`config.mk`:
```
export PLATFORM = sky130hd
export DESIGN_NAME = fp_mul_seq
export DESIGN_NICKNAME = d
export VERILOG_FILES = /design/src/rtl/fp_mul_seq.sv
export SDC_FILE = /design/constraint.sdc
export NUM_CORES = 1
export LEC_CHECK = 0
export BUFFER_PORTS_ARGS = -buffer_cell sky130_fd_sc_hd__buf_4
export CORE_ASPECT_RATIO = 0.75
export CORE_UTILIZATION = 40
export CTS_CLUSTER_SIZE = 8
export DETAILED_ROUTE_END_ITERATION = 7
export HOLD_SLACK_MARGIN = 0.06
export SETUP_SLACK_MARGIN = 0.4
export SYNTH_ARGS = -nofsm -noshare
export SYNTH_HDL_FRONTEND = slang
export SYNTH_SLANG_ARGS = --single-unit
```
`constraint.sdc`:
```
create_clock -name clk -period 10.4 [get_ports clk]
set_input_delay 3.12 -clock clk [delete_from_list [all_inputs] [get_ports clk]]
set_output_delay 3.12 -clock clk [all_outputs]
set_load 0.005 [all_outputs]
```
`src/rtl/fp_mul_seq.sv`:
```
// rtl/fp_mul_seq.sv - sequential shift-add floating-point multiplier with valid/ready handshake
// FP_MUL_RNE_EN selects round-to-nearest-even; otherwise the fraction is truncated.
module fp_mul_seq #(
    parameter int EXP_W = 5,
    parameter int MAN_W = 10,
    parameter int BIAS  = 2**(EXP_W-1)-1
) (
    input  logic                     clk,
    input  logic                     rst,
    input  logic                     in_valid,
    output logic                     in_ready,
    input  logic [EXP_W+MAN_W:0]     a,
    input  logic [EXP_W+MAN_W:0]     b,
    output logic                     out_valid,
    input  logic                     out_ready,
    output logic [EXP_W+MAN_W:0]     producto,
    output logic                     snan,
    output logic                     qnan,
    output logic                     inf,
    output logic                     zero,
    output logic                     normal
);
    localparam int W   = 1 + EXP_W + MAN_W;
    localparam int SW  = MAN_W + 1;
    localparam int PW  = 2 * SW;
    localparam int EW2 = EXP_W + 2;
    localparam int CW  = $clog2(SW);

    localparam logic signed [EW2-1:0] E_ONE  = EW2'(1);
    localparam logic signed [EW2-1:0] E_MAX  = EW2'((1 << EXP_W) - 1);
    localparam logic signed [EW2-1:0] E_BIAS = EW2'(BIAS);

    localparam logic [4:0] C_SNAN = 5'b10000;
    localparam logic [4:0] C_QNAN = 5'b01000;
    localparam logic [4:0] C_INF  = 5'b00100;
    localparam logic [4:0] C_ZERO = 5'b00010;
    localparam logic [4:0] C_NORM = 5'b00001;

    typedef enum logic [1:0] {IDLE, MUL, NORM, DONE} state_t;

    state_t                 state;
    logic [4:0]             cls;
    logic                   sign_r;
    logic signed [EW2-1:0]  exp_r;
    logic [SW-1:0]          sig_a;
    logic [SW-1:0]          sig_b;
    logic [PW-1:0]          acc;
    logic [CW-1:0]          cnt;

    assign {snan, qnan, inf, zero, normal} = cls;

    logic [EXP_W-1:0] a_exp, b_exp;
    logic [MAN_W-1:0] a_frac, b_frac;
    logic a_snan, a_qnan, a_inf, a_zs, b_snan, b_qnan, b_inf, b_zs, sign_in;

    assign a_exp   = a[W-2:MAN_W];
    assign b_exp   = b[W-2:MAN_W];
    assign a_frac  = a[MAN_W-1:0];
    assign b_frac  = b[MAN_W-1:0];
    assign a_snan  = (&a_exp) & (|a_frac) & ~a_frac[MAN_W-1];
    assign a_qnan  = (&a_exp) & a_frac[MAN_W-1];
    assign a_inf   = (&a_exp) & ~(|a_frac);
    assign a_zs    = ~(|a_exp);
    assign b_snan  = (&b_exp) & (|b_frac) & ~b_frac[MAN_W-1];
    assign b_qnan  = (&b_exp) & b_frac[MAN_W-1];
    assign b_inf   = (&b_exp) & ~(|b_frac);
    assign b_zs    = ~(|b_exp);
    assign sign_in = a[W-1] ^ b[W-1];

    logic           spec_hit;
    logic [W-1:0]   spec_res;
    logic [4:0]     spec_cls;

    // Special operands resolve at capture, in priority order; subnormals count as zero.
    always_comb begin
        spec_hit = 1'b1;
        spec_res = '0;
        spec_cls = '0;
        if (a_snan || b_snan) begin
            spec_res = {sign_in, {EXP_W{1'b1}}, 1'b1, {(MAN_W-1){1'b0}}};
            spec_cls = C_SNAN;
        end else if (a_qnan) begin
            spec_res = a;
            spec_cls = C_QNAN;
        end else if (b_qnan) begin
            spec_res = b;
            spec_cls = C_QNAN;
        end else if ((a_inf && b_zs) || (b_inf && a_zs)) begin
            spec_res = {sign_in, {EXP_W{1'b1}}, 1'b1, {(MAN_W-1){1'b0}}};
            spec_cls = C_QNAN;
        end else if (a_inf || b_inf) begin
            spec_res = {sign_in, {EXP_W{1'b1}}, {MAN_W{1'b0}}};
            spec_cls = C_INF;
        end else if (a_zs || b_zs) begin
            spec_res = {sign_in, {(W-1){1'b0}}};
            spec_cls = C_ZERO;
        end else begin
            spec_hit = 1'b0;
        end
    end

    logic signed [EW2-1:0] e_cap;
    assign e_cap = $signed({2'b00, a_exp}) + $signed({2'b00, b_exp}) - E_BIAS;

    logic                  msb, guard, sticky, rnd;
    logic [MAN_W-1:0]      frac_n, frac_f;
    logic [MAN_W:0]        frac_r;
    logic signed [EW2-1:0] e_n, e_f;

    assign msb    = acc[PW-1];
    assign frac_n = msb ? acc[PW-2 -: MAN_W] : acc[PW-3 -: MAN_W];
    assign guard  = msb ? acc[PW-2-MAN_W] : acc[PW-3-MAN_W];
    assign sticky = msb ? (|acc[PW-3-MAN_W:0]) : (|acc[PW-4-MAN_W:0]);
    assign e_n    = msb ? exp_r + E_ONE : exp_r;

`ifdef FP_MUL_RNE_EN
    assign rnd = guard & (sticky | frac_n[0]);
`else
    logic unused_gs;
    assign unused_gs = guard ^ sticky;
    assign rnd       = 1'b0;
`endif

    assign frac_r = {1'b0, frac_n} + {{MAN_W{1'b0}}, rnd};
    assign e_f    = frac_r[MAN_W] ? e_n + E_ONE : e_n;
    assign frac_f = frac_r[MAN_W] ? '0 : frac_r[MAN_W-1:0];

    logic [W-1:0] norm_res;
    logic [4:0]   norm_cls;

    always_comb begin
        norm_res = '0;
        norm_cls = '0;
        if (e_f >= E_MAX) begin
            norm_res = {sign_r, {EXP_W{1'b1}}, {MAN_W{1'b0}}};
            norm_cls = C_INF;
        end else if (e_f < E_ONE) begin
            norm_res = {sign_r, {(W-1){1'b0}}};
            norm_cls = C_ZERO;
        end else begin
            norm_res = {sign_r, e_f[EXP_W-1:0], frac_f};
            norm_cls = C_NORM;
        end
    end

    always_ff @(posedge clk or negedge rst) begin
        if (!rst) begin
            state     <= IDLE;
            in_ready  <= 1'b1;
            out_valid <= 1'b0;
            producto  <= '0;
            cls       <= '0;
            sign_r    <= 1'b0;
            exp_r     <= '0;
            sig_a     <= '0;
            sig_b     <= '0;
            acc       <= '0;
            cnt       <= '0;
        end else begin
            case (state)
                IDLE: begin
                    if (in_valid) begin
                        in_ready <= 1'b0;
                        sign_r   <= sign_in;
                        if (spec_hit) begin
                            producto  <= spec_res;
                            cls       <= spec_cls;
                            out_valid <= 1'b1;
                            state     <= DONE;
                        end else begin
                            sig_a <= {1'b1, a_frac};
                            sig_b <= {1'b1, b_frac};
                            exp_r <= e_cap;
                            acc   <= '0;
                            cnt   <= '0;
                            state <= MUL;
                        end
                    end
                end
                MUL: begin
                    // One multiplier bit per cycle, LSB first.
                    if (sig_b[cnt])
                        acc <= acc + ({{SW{1'b0}}, sig_a} << cnt);
                    cnt <= cnt + CW'(1);
                    if (cnt == CW'(SW - 1))
                        state <= NORM;
                end
                NORM: begin
                    producto  <= norm_res;
                    cls       <= norm_cls;
                    out_valid <= 1'b1;
                    state     <= DONE;
                end
                DONE: begin
                    if (out_ready) begin
                        out_valid <= 1'b0;
                        cls       <= '0;
                        in_ready  <= 1'b1;
                        state     <= IDLE;
                    end
                end
                default: state <= IDLE;
            endcase
        end
    end
endmodule

```
# Yosys cells after proc, flatten, opt, wreduce, memory -nomap -nowiden
# Cells that the tools add are included.
word_totals:
  input_bits: 36
  regBits: 81
  out_inout_bits: 23
  elab_cells: 123
classes:
  add_sub_neg: 5
  eq_ne: 10
  reduce_logical: 25
  muxes: 52
  order_cmp: 3
  n_bitwise: 16
  shifts: 1
ops:
  columns: ["cell", "n"]
  rows:
  - ["$mux W16", 8]
  - ["$mux W22", 3]
  - ["$pmux W22 S2", 1]
  - ["$pmux W16 S2", 1]
  - ["$mux W15", 2]
  - ["$add A22 B22 Y22", 1]
  - ["$shl A11 B4 Y22", 1]
  - ["$mux W4", 5]
  - ["$mux W5", 4]
  - ["$reduce_or A10 Y1", 2]
  - ["$pmux W5 S3", 1]
  - ["$reduce_and A3 Y1", 5]
  - ["$mux W1", 12]
  - ["$mux W2", 6]
  - ["$ne A2 B2 Y1 const B", 6]
  - ["$mux W10", 1]
  - ["$reduce_and A5 Y1", 2]
  - ["$reduce_or A5 Y1", 2]
  - ["$and A1 B1 Y1", 8]
  - ["$pmux W2 S4", 1]
  - ["$pmux W4 S2", 1]
  - ["$reduce_and A4 Y1", 2]
  - ["$add A7 B2 Y7 const B", 1]
  - ["$ge A7 B6 Y1 const B", 1]
  - ["21 further kinds", 35]

# Logic depth before layout (Yosys ltp)
# Gate-level depths: netlist of the first run.
depth:
  word_depth: 12
  mapped_depth: 19
  depth_no_buf: 17

# Worst setup path before layout of the first run
# No wires, ideal clock.
synth_path:
  kind: "in2reg"
  from: "input port b[11]"
  to: "register acc[21]"
  cell_stages: 9
  arrival_ns: 4.972
  setup_ns: 0.126
  slack_ns: 5.302
  required_ns: 10.274
  path_buffers: 2
  path_cell_list: "or4_1 o21ai_1 nor4b_4 and3_1 buf_4 o22ai_2 buf_6 nor3_1 a221o_1"
synth_between:
  elab_chain_cells: 11
  elab_cells_between_ends: 21
  classes_between: "eq/ne: 1; mux: 6; bitwise: 5; reduce/logical: 9"
synth_rtl:
  columns: ["element", "line", "source"]
  rows:
  - ["start, declared", "13", "input logic [EXP_W+MAN_W:0] b,"]
  - ["$reduce_or A5 Y1", "67", "assign b_zs = ~(|b_exp);"]
  - ["$not A1 Y1", "67", null]
  - ["$logic_or A1 B1 Y1", "94", "end else if (a_zs || b_zs) begin"]
  - ["$mux W1", "94", null]
  - ["$mux W1", "91", "end else if (a_inf || b_inf) begin"]
  - ["$mux W1", "88", "end else if ((a_inf && b_zs) || (b_inf && a_zs)) begin"]
  - ["$mux W1", "85", "end else if (b_qnan) begin"]
  - ["$mux W1", "82", "end else if (a_qnan) begin"]
  - ["$mux W1 (*)", "79", "if (a_snan || b_snan) begin"]
  - ["$ne A2 B2 Y1 (no line) (*)", null, null]
  - ["$reduce_and A4 Y1 (no line) (*)", null, null]
  - ["end signal, assigned", "183", "acc <= acc + ({{SW{1'b0}}, sig_a} << cnt);"]
  - ["end, declared", "47", "logic [PW-1:0] acc;"]
# Mark *: on every way between the ends. The rest lies on a longest branch, timed or not.
# A chain may end at the register's enable or synchronous reset.

# Worst setup path in the final report of the first run
layout_path:
  from: "input port b[0]"
  to: "register acc[18]"
layout_between:
  elab_chain_cells: 11
  elab_cells_between_ends: 16
  classes_between: "eq/ne: 1; mux: 5; bitwise: 4; reduce/logical: 6"
layout_rtl:
  columns: ["element", "line", "source"]
  rows:
  - ["$reduce_or A10 Y1 (*)", "64, 66", null]
  - ["$not A1 Y1", "66", "assign b_inf = (&b_exp) & ~(|b_frac);"]
  - ["$and A1 B1 Y1", "66", null]
  - ["$logic_or A1 B1 Y1 or $logic_and A1 B1 Y1 (tied branches)", "91, 88", null]
  - ["$mux W1 or $logic_or A1 B1 Y1 (tied branches)", "91, 88", null]
  - ["$mux W1", "88", null]
  - ["$mux W1", "85", null]
  - ["$mux W1", "82", null]
  - ["$mux W1 (*)", "79", null]
  - ["$ne A2 B2 Y1 (no line) (*)", null, null]
  - ["$reduce_and A4 Y1 (no line) (*)", null, null]
# Marked as above.

==> summary.txt, run 1 <==
Floorplanning
  – Row count: 37
  – Die ar.: 15,100 um2
  – Initial Util: 0.418
  – Die width: 142 um
  – Vert. Die Dim: 107 um
  – Core footprint: around 14,000 um2
  – # IOs: 59

Power
  – Maximum VDD drop: around 0.00013 V
  – Total power: 2.12 mW
  – Leakage: 3.03 nW
  – PD cells: 314 nW/um2

Drt
  – Total Routed Length: between 15 and 20 mm
  – DRT antenna net count: 0
  – Iteration count of the initial detailed-routing pass: 5
  – WL/cell: 18.1 um
  – Vias: roughly 5,000
  – DRC violation total after the first TritonRoute iteration: 302
  – DR vias/cell: 5.69
  – DRC: 0

Clock network
  – CTS H-Tree Depth: 3
  – Later-pin clock latency in the skew report: approximately 0.35 ns
  – CTS tree: done
  – Cts-stage hold buffer count: 0
  – CTS resizes: 0
  – Worst-path clk slew: 0.06 ns
  – Total CTS buffers: 9
  – Root Driver: clkbuf_16
  – CTS Buffer Depth: 2
  – Post-CTS setup buffer count: 0
  – CTS sink cnt: 80

Final layout
  – Final #Nets: 754
  – Most frequent cells in the layout: dfrtp_1, nand2_1, buf_4
  – Fill count: 1,342
  – Ant. Diodes: 0
  – Commonest non-fill, non-tap cell in the layout: dfrtp_1
  – Area occupied by registers: ~2000 um2
  – Share of cells above drive strength 1: 0.183
  – Area growth, synth to finish: 15.5%
  – Area of the multi-input gates: approximately 3600 um2

Worst setup path
  – Worst Setup SP: b[0]
  – Required @ worst endpoint: 10.68 ns
  – RR Startpoint: cnt[0]$_DFFE_PN0P_
  – Worst EP arrival: 5.93 ns
  – CP endpoint kind: flop
  – Bufs and invs on worst path: 3
  – Setup Crit Path Kind: in -> reg
  – Startpoint types: primary input
  – Max incr delay on CP: 0.39 ns
  – Crit-path max FO: 39
  – Crit-path slowest cell: nor2_1
  – Most Frequent Cell on Critical Path: buf_4
  – CP top delay family: simple AND/OR/NAND/NOR gates
  – Flop2flop setup slack: slightly below 6 ns
  – CP cell instances: buf_4 > nor3_1 > nand3_1 > a22oi_4 > nor4b_4 > and3_1 > buf_4 > o22ai_2 > buf_4 > nor2_1 > a22o_1

STA
  – Worst-Margin Slew: 0.998 ns
  – Final setup viols: 0
  – Tmin final: 5.65 ns
  – RSZ-0062 raised after global routing: no
  – Setup TNS: 0 ns
  – Slew margin rel.: 0.335
  – Pins Over Slew Limit: 0
  – Final Skew: 0.00843 ns
  – FMAX: 0.177 GHz
  – Final hold vios: 0
  – Tcrit/Tclk final: 0.543

Global routing
  – Number of antenna violations at the first check in global routing: 0
  – Vias in the first global route: 4,929
  – Largest net degree at the start of global routing: 58
  – First-pass GRT wire length: 26.6 mm
  – GRT Total Usage: 0.227
  – Grt total ovfl: 0

Logic synthesis
  – Sequential area share after synthesis: 0.343
  – Post-synth EDFFs: 0
  – Seq cells post-synth: 80
  – Async S/R FF share, synth: 1.00
  – Yosys top cell area share: 0.338
  – Top cells by area, synth: dfrtp_1, ha_1, mux2i_1, nand2_1, mux2_2
  – Avg Inst Size Synth: just over 9 um2
  – Post-synth cell types: 72
  – Syn Nets: between 700 and 800
  – Synthesized area: between 5000 and 6000 um2
  – Area leader, netlist: dfrtp_1
  – Yosys warns: 0
  – Cells after Synth: 634
  – Primary FF master, synth: dfrtp_1

Placed design
  – Final Wtd Congestion: between 0.9 and 1
  – Placed wire-length estimate: roughly 12 mm
  – Port bufs: 58

Worst hold path
  – Worst hold-check path type: reg -> reg
  – Min-delay src: cls[0]$_DFFE_PN0P_

Status
  – Status: completed

Run
  – Max cap viols: 0
## cells in the mapped netlist, types with 3 or more instances
library cell,number
a21oi_1,28
mux4_2,3
a21o_1,9
mux2_2,25
a21boi_0,3
o21ai_0,34
o22ai_1,9
o22ai_2,3
o21a_1,13
ha_1,37
a22oi_1,3
and3_1,9
mux2i_1,33
o211ai_1,3
a22o_1,8
dfrtp_1,79
a31oi_1,6
inv_1,26
a211oi_1,4
o31ai_1,10
xnor2_1,16
xor2_1,4
or2_2,3
buf_1,3
nand2b_1,11
o221ai_1,9
or4_1,3
nand2_1,76
nor3_1,13
nand3_1,15
o31ai_2,3
nor4_1,7
nor2_1,37
buf_2,10
nor2b_1,8
o21ai_1,3
o41ai_2,3
clkbuf_1,14
nor3b_1,3
and2_1,4
## cell families after synthesis
kind of cell / count (synthesis) / share of synthesized area
AND/OR/NAND/NOR: 202 / 0.170
AO/OA/AOI/OAI: 173 / 0.212
flip-flops: 80 / 0.343
multiplexers: 61 / 0.116
buffers and inverters: 59 / 0.0432
adder cells (fa/ha/maj): 39 / 0.0860
XOR/XNOR: 20 / 0.0300
## registers in the layout (all words and copies together) (netlist names)
register / count
acc: 22
cls: 5
cnt: 4
exp_r: 7
in_ready: 1
out_valid: 1
producto: 16
sig_a: 11
sig_b: 10
sign_r: 1
state: 2
## through the flow
step                instances  utilization  area, um2  setup slack (ns)  hold slack, ns
CTS                       879        0.483       6750              4.79           0.486
finish                    879        0.483       6750              4.75           0.483
detailed placement        863        0.460       6430              4.45           0.472
floorplan                 634            -       5850              5.30           0.450
global placement          863        0.460       6430              4.55           0.466
global route              879        0.483       6750              4.48           0.498
## area by class of cell
type / instances / share of cell area
clock buffers: 12 / 0.0365
well taps: 195 / 0.0361
flip-flops and latches: 80 / 0.297
repair buffers: 64 / 0.0712
inverters: 29 / 0.0161
clock inverters: 4 / 0.0115
multi-input cells: 495 / 0.532
## worst register-to-register path, delay by kind of cell (launching register included)
kind	cells	cell delay [ns]
multiplexers	1	0.44
AO/OA/AOI/OAI	8	2.30
adder cells (fa/ha/maj)	1	0.37
AND/OR/NAND/NOR	3	0.25
flip-flops	1	0.99
## worst paths after layout
path | depth (start not counted) | end
min | 2 | cls[0]$_DFFE_PN0P_
min reg2reg | 2 | cls[0]$_DFFE_PN0P_
max | 11 | acc[18]$_DFFE_PN0P_
min in group asynchronous | 1 | exp_r[3]$_DFFE_PN0P_
max reg2reg | 13 | acc[21]$_DFFE_PN0P_
max in group asynchronous | 2 | acc[9]$_DFFE_PN0P_
## metal layers
metal	up-vias	track usage	share of wire
met5	-	0	0
met4	0	0.0545	0.013
met3	17	0.0393	0.046
met2	134	0.318	0.40
met1	2423	0.356	0.54
li1	2425	-	-
## where the power goes
group | switching, mW | internal (mW)
logic | 0.654 | 0.524
registers | 0.151 | 0.442
clock network | 0.131 | 0.218
total | 0.936 | 1.18
Note: power is estimated with default switching activity, not from simulation.
==> run 2, diff against run 1 <==
- ABC_AREA: unset -> 1
- clock period: 10.4 -> 5.5 ns (I/O delays scaled with it)
==> summary.txt, run 2 <==
Final layout
  – Design area: 7430 um2 (was 6750 um2)
  – Max reg flops: 22 (unchanged)
  – Ant. Diodes: 0 (unchanged)
  – Largest Register: acc (unchanged)
  – Area growth, synth to finish: 12.9% (was 15.5%)
  – Most frequent cells in the layout: nand2_1, nor2_1, inv_1 (was dfrtp_1, nand2_1, buf_4)
  – Final #Nets: 1,163 (was 754)
  – Top flop regs: acc: 22 flops, producto: 16 flops, sig_a: 11 flops (unchanged)
  – Commonest non-fill, non-tap cell in the layout: nand2_1 (was dfrtp_1)
  – Share of cells above drive strength 1: 0.0869 (was 0.183)

STA
  – Tcrit/Tclk final: 0.702
  – Setup TNS: 0 ns (unchanged)
  – Final setup viols: 0 (unchanged)
  – Min setup slack post-route: 1.64 ns (was 4.75 ns)
  – Worst-Margin Slew: 0.841 ns (was 0.998 ns)
  – RSZ-0062 raised after global routing: no (unchanged)
  – Slew margin rel.: 0.439 (was 0.335)
  – Final hold vios: 0 (unchanged)
  – Hold WS: 0.483 ns (about the same)
  – Pins Over Slew Limit: 0 (unchanged)
  – FMAX: 0.259 GHz
  – Final Skew: 0.00859 ns (was 0.00843 ns)
  – Tmin final: 3.86 ns

Clock network
  – CTS Buffer Depth: 2 (unchanged)
  – Worst-path clk slew: 0.06 ns (about the same)
  – Later-pin clock latency in the skew report: 0.35 ns (about the same)
  – CTS sink cnt: 80 (unchanged)
  – Post-CTS setup buffer count: 0 (unchanged)
  – Total CTS buffers: 9 (unchanged)
  – CTS resizes: 0 (unchanged)
  – Root Driver: clkbuf_16 (unchanged)
  – CTS H-Tree Depth: 3 (unchanged)
  – Cts-stage hold buffer count: 0 (unchanged)
  – CTS tree: done (unchanged)

Worst setup path
  – CP endpoint kind: flop (unchanged)
  – Required @ worst endpoint: 5.74 ns (was 10.68 ns)
  – Crit-path max FO: 24 (was 39)
  – Worst Setup SP: cnt[0]$_DFFE_PN0P_ (was b[0])
  – Worst EP arrival: 4.10 ns (was 5.93 ns)
  – Startpoint types: flop (was primary input)
  – Crit-path slowest cell: dfrtp_1 (was nor2_1)
  – CP cell instances: inv_1 > nand2_1 > o21ai_0 > inv_1 > nand2_1 > o21ai_0 > nor2_1 > a31oi_1 > o21ai_0 > ha_1 > nand2_1 > nor2_1 > and2_1 > nand4_1 > nand3_1 > nand2_1 > nand2_1 > nor2_1 > nand2_1 > nand2_1 (was buf_4 > nor3_1 > nand3_1 > a22oi_4 > nor4b_4 > and3_1 > buf_4 > o22ai_2 > buf_4 > nor2_1 > a22o_1)
  – RR Startpoint: cnt[0]$_DFFE_PN0P_ (unchanged)
  – Max incr delay on CP: 0.77 ns (was 0.39 ns)
  – Setup Crit Path Kind: reg -> reg (was in -> reg)
  – Most Frequent Cell on Critical Path: nand2_1 (was buf_4)

Logic synthesis
  – Cells after Synth: 1,049 (was 634)
  – Synthesized area: 6580 um2 (was 5850 um2)
  – Seq cells post-synth: 80 (unchanged)
  – Yosys top cell area share: 0.300 (was 0.338)
  – Sequential area share after synthesis: 0.304 (was 0.343)
  – Yosys warns: 0 (unchanged)
  – Most common cell in the netlist: nand2_1 (was dfrtp_1)
  – Area leader, netlist: dfrtp_1 (unchanged)
  – Post-synth EDFFs: 0 (unchanged)
  – Synth cell count leaders: nand2_1, nor2_1, inv_1 (was dfrtp_1, nand2_1, ha_1, nor2_1, o21ai_0)
  – Top cells by area, synth: dfrtp_1, nand2_1, nor2_1, ha_1, nand3_1 (was dfrtp_1, ha_1, mux2i_1, nand2_1, mux2_2)
  – Async S/R FF share, synth: 1.00 (unchanged)
  – Syn Nets: 1,124 (was 709)
  – Avg Inst Size Synth: 6.28 um2 (was 9.22 um2)
  – Primary FF master, synth: dfrtp_1 (unchanged)
  – Post-synth cell types: 39 (was 72)

Power
  – Flop pwr share: 0.273 (was 0.280)
  – Switch share: 0.493 (was 0.441)
  – Leakage: 4.01 nW (was 3.03 nW)
  – Clock power frac: 0.169 (was 0.164)
  – Combinational fraction of design power: 0.558 (was 0.556)
  – P_sw: 1.79 mW (was 0.936 mW)
  – Int Power: 1.84 mW (was 1.18 mW)
  – Maximum VDD drop: 0.000255 V (was 0.000131 V)
  – PD cells: 488 nW/um2 (was 314 nW/um2)

Global routing
  – Largest net degree at the start of global routing: 42 (was 58)
  – Grt total ovfl: 0 (unchanged)
  – GRT Total Usage: 0.238 (was 0.227)
  – Vias in the first global route: 5,741 (was 4,929)
  – First-pass GRT wire length: 31.1 mm (was 26.6 mm)
  – Number of antenna violations at the first check in global routing: 0 (unchanged)

Worst hold path
  – Worst hold-check path type: reg -> reg (unchanged)
  – Min-delay src: acc[0]$_DFFE_PN0P_ (was cls[0]$_DFFE_PN0P_)

Drt
  – WL/cell: 15.1 um (was 18.1 um)
  – Vias: 6,627 (was 4,999)
  – Total Routed Length: 19.6 mm (was 15.9 mm)
  – DRC: 0 (unchanged)
  – DRT antenna net count: 0 (unchanged)
  – Iteration count of the initial detailed-routing pass: 6 (was 5)
  – DRC violation total after the first TritonRoute iteration: 681 (was 302)
  – DR vias/cell: 5.09 (was 5.69)

Floorplanning
  – Row count: 40 (was 37)
  – Die ar.: 17,000 um2 (was 15,100 um2)
  – Vert. Die Dim: 113 um (was 107 um)
  – Die width: 150 um (was 142 um)
  – # IOs: 59 (unchanged)
  – Initial Util: 0.410 (was 0.418)
  – Core footprint: 16,100 um2 (was 14,000 um2)

Run
  – Max cap viols: 0 (unchanged)

Placed design
  – Final Wtd Congestion: 0.876 (was 0.900)
  – Placed inst area: 7130 um2 (was 6430 um2)
  – Placed wire-length estimate: 15.7 mm (was 12.2 mm)
  – Pre-CTS WS: 1.37 ns (was 4.45 ns)
  – Port bufs: 58 (unchanged)

Status
  – Status: completed (unchanged)
==> run 2: changes by cell type in the layout (fill, tap and decap cells not counted), moves of 11 or more <==
| cell | delta |
|---|---|
| nand2_1 | +283 |
| nor2_1 | +94 |
| inv_1 | +92 |
| nand3_1 | +75 |
| o21ai_0 | +52 |
| mux2i_1 | -31 |
| mux2_2 | -25 |
| o21a_1 | -13 |
| a21oi_1 | +12 |
| nand2b_1 | -11 |
==> run 2: layout make-up <==
class	count	area [um2]
clock inverters	7	76.3
inverters	122	458
multi-input cells	815	3960
clock buffers	9	225
well taps	210	263
repair buffers	60	450
fillers	1700	8630
flip-flops and latches	80	2000
==> run 2: per-stage QoR <==
stage	power, mW	util	cells
after CTS	3.61	0.463	1303
after global routing	3.96	0.463	1303
after global placement	2.98	0.444	1287
after detailed placement	2.99	0.444	1287
final	3.62	0.463	1303
after floorplan	2.43	-	1049
==> run 2: cell families after synthesis <==
logic type                 after synthesis  synth area share
DFF                                     80             0.304
AOI/OAI and AO/OA                      148             0.121
xor gates and xnor gates                14            0.0186
muxes                                    2           0.00304
and+or+nand+nor                        612             0.382
buffers and inverters                  154            0.0948
adders and majority gates               39            0.0764
==> run 2: worst max-delay path, delay by kind of cell (launching register included) <==
kind | cells | cell delay [ns]
adders and majority gates | 1 | 0.39
AOI/OAI and AO/OA | 4 | 0.68
buffers and inverters | 2 | 0.50
and+or+nand+nor | 13 | 1.40
DFF | 1 | 0.77
==> run 2: power by group through the flow <==
stage	clock, mW	sequential [mW]	combinational [mW]
6_report	0.614	0.988	2.02
5_1_grt	0.648	1.01	2.30
4_1_cts	0.622	0.984	2.01
3_5_place_dp	0	0.992	2.00
3_3_place_gp	0	0.994	1.99
2_1_floorplan	0	0.930	1.50
==> run 2: final timing paths <==
path / endpoint / slack (ns) / cells past startpoint
max: acc[19]$_DFFE_PN0P_ / 1.64 / 20
min: acc[0]$_DFFE_PN0P_ / 0.48 / 2
max reg2reg: acc[19]$_DFFE_PN0P_ / 1.64 / 20
min reg2reg: acc[0]$_DFFE_PN0P_ / 0.48 / 2
max in group asynchronous: acc[8]$_DFFE_PN0P_ / 3.29 / 2
min in group asynchronous: producto[11]$_DFFE_PN0P_ / 1.28 / 1
==> run 2: routing by layer <==
metal / global-route usage / share of wire / vias to the layer above
met3: 0.0536 / 0.079 / 8
met5: 0 / 0 / -
met1: 0.410 / 0.55 / 3006
li1: - / - / 3422
met4: 0.0337 / 0.0048 / 0
met2: 0.287 / 0.37 / 191
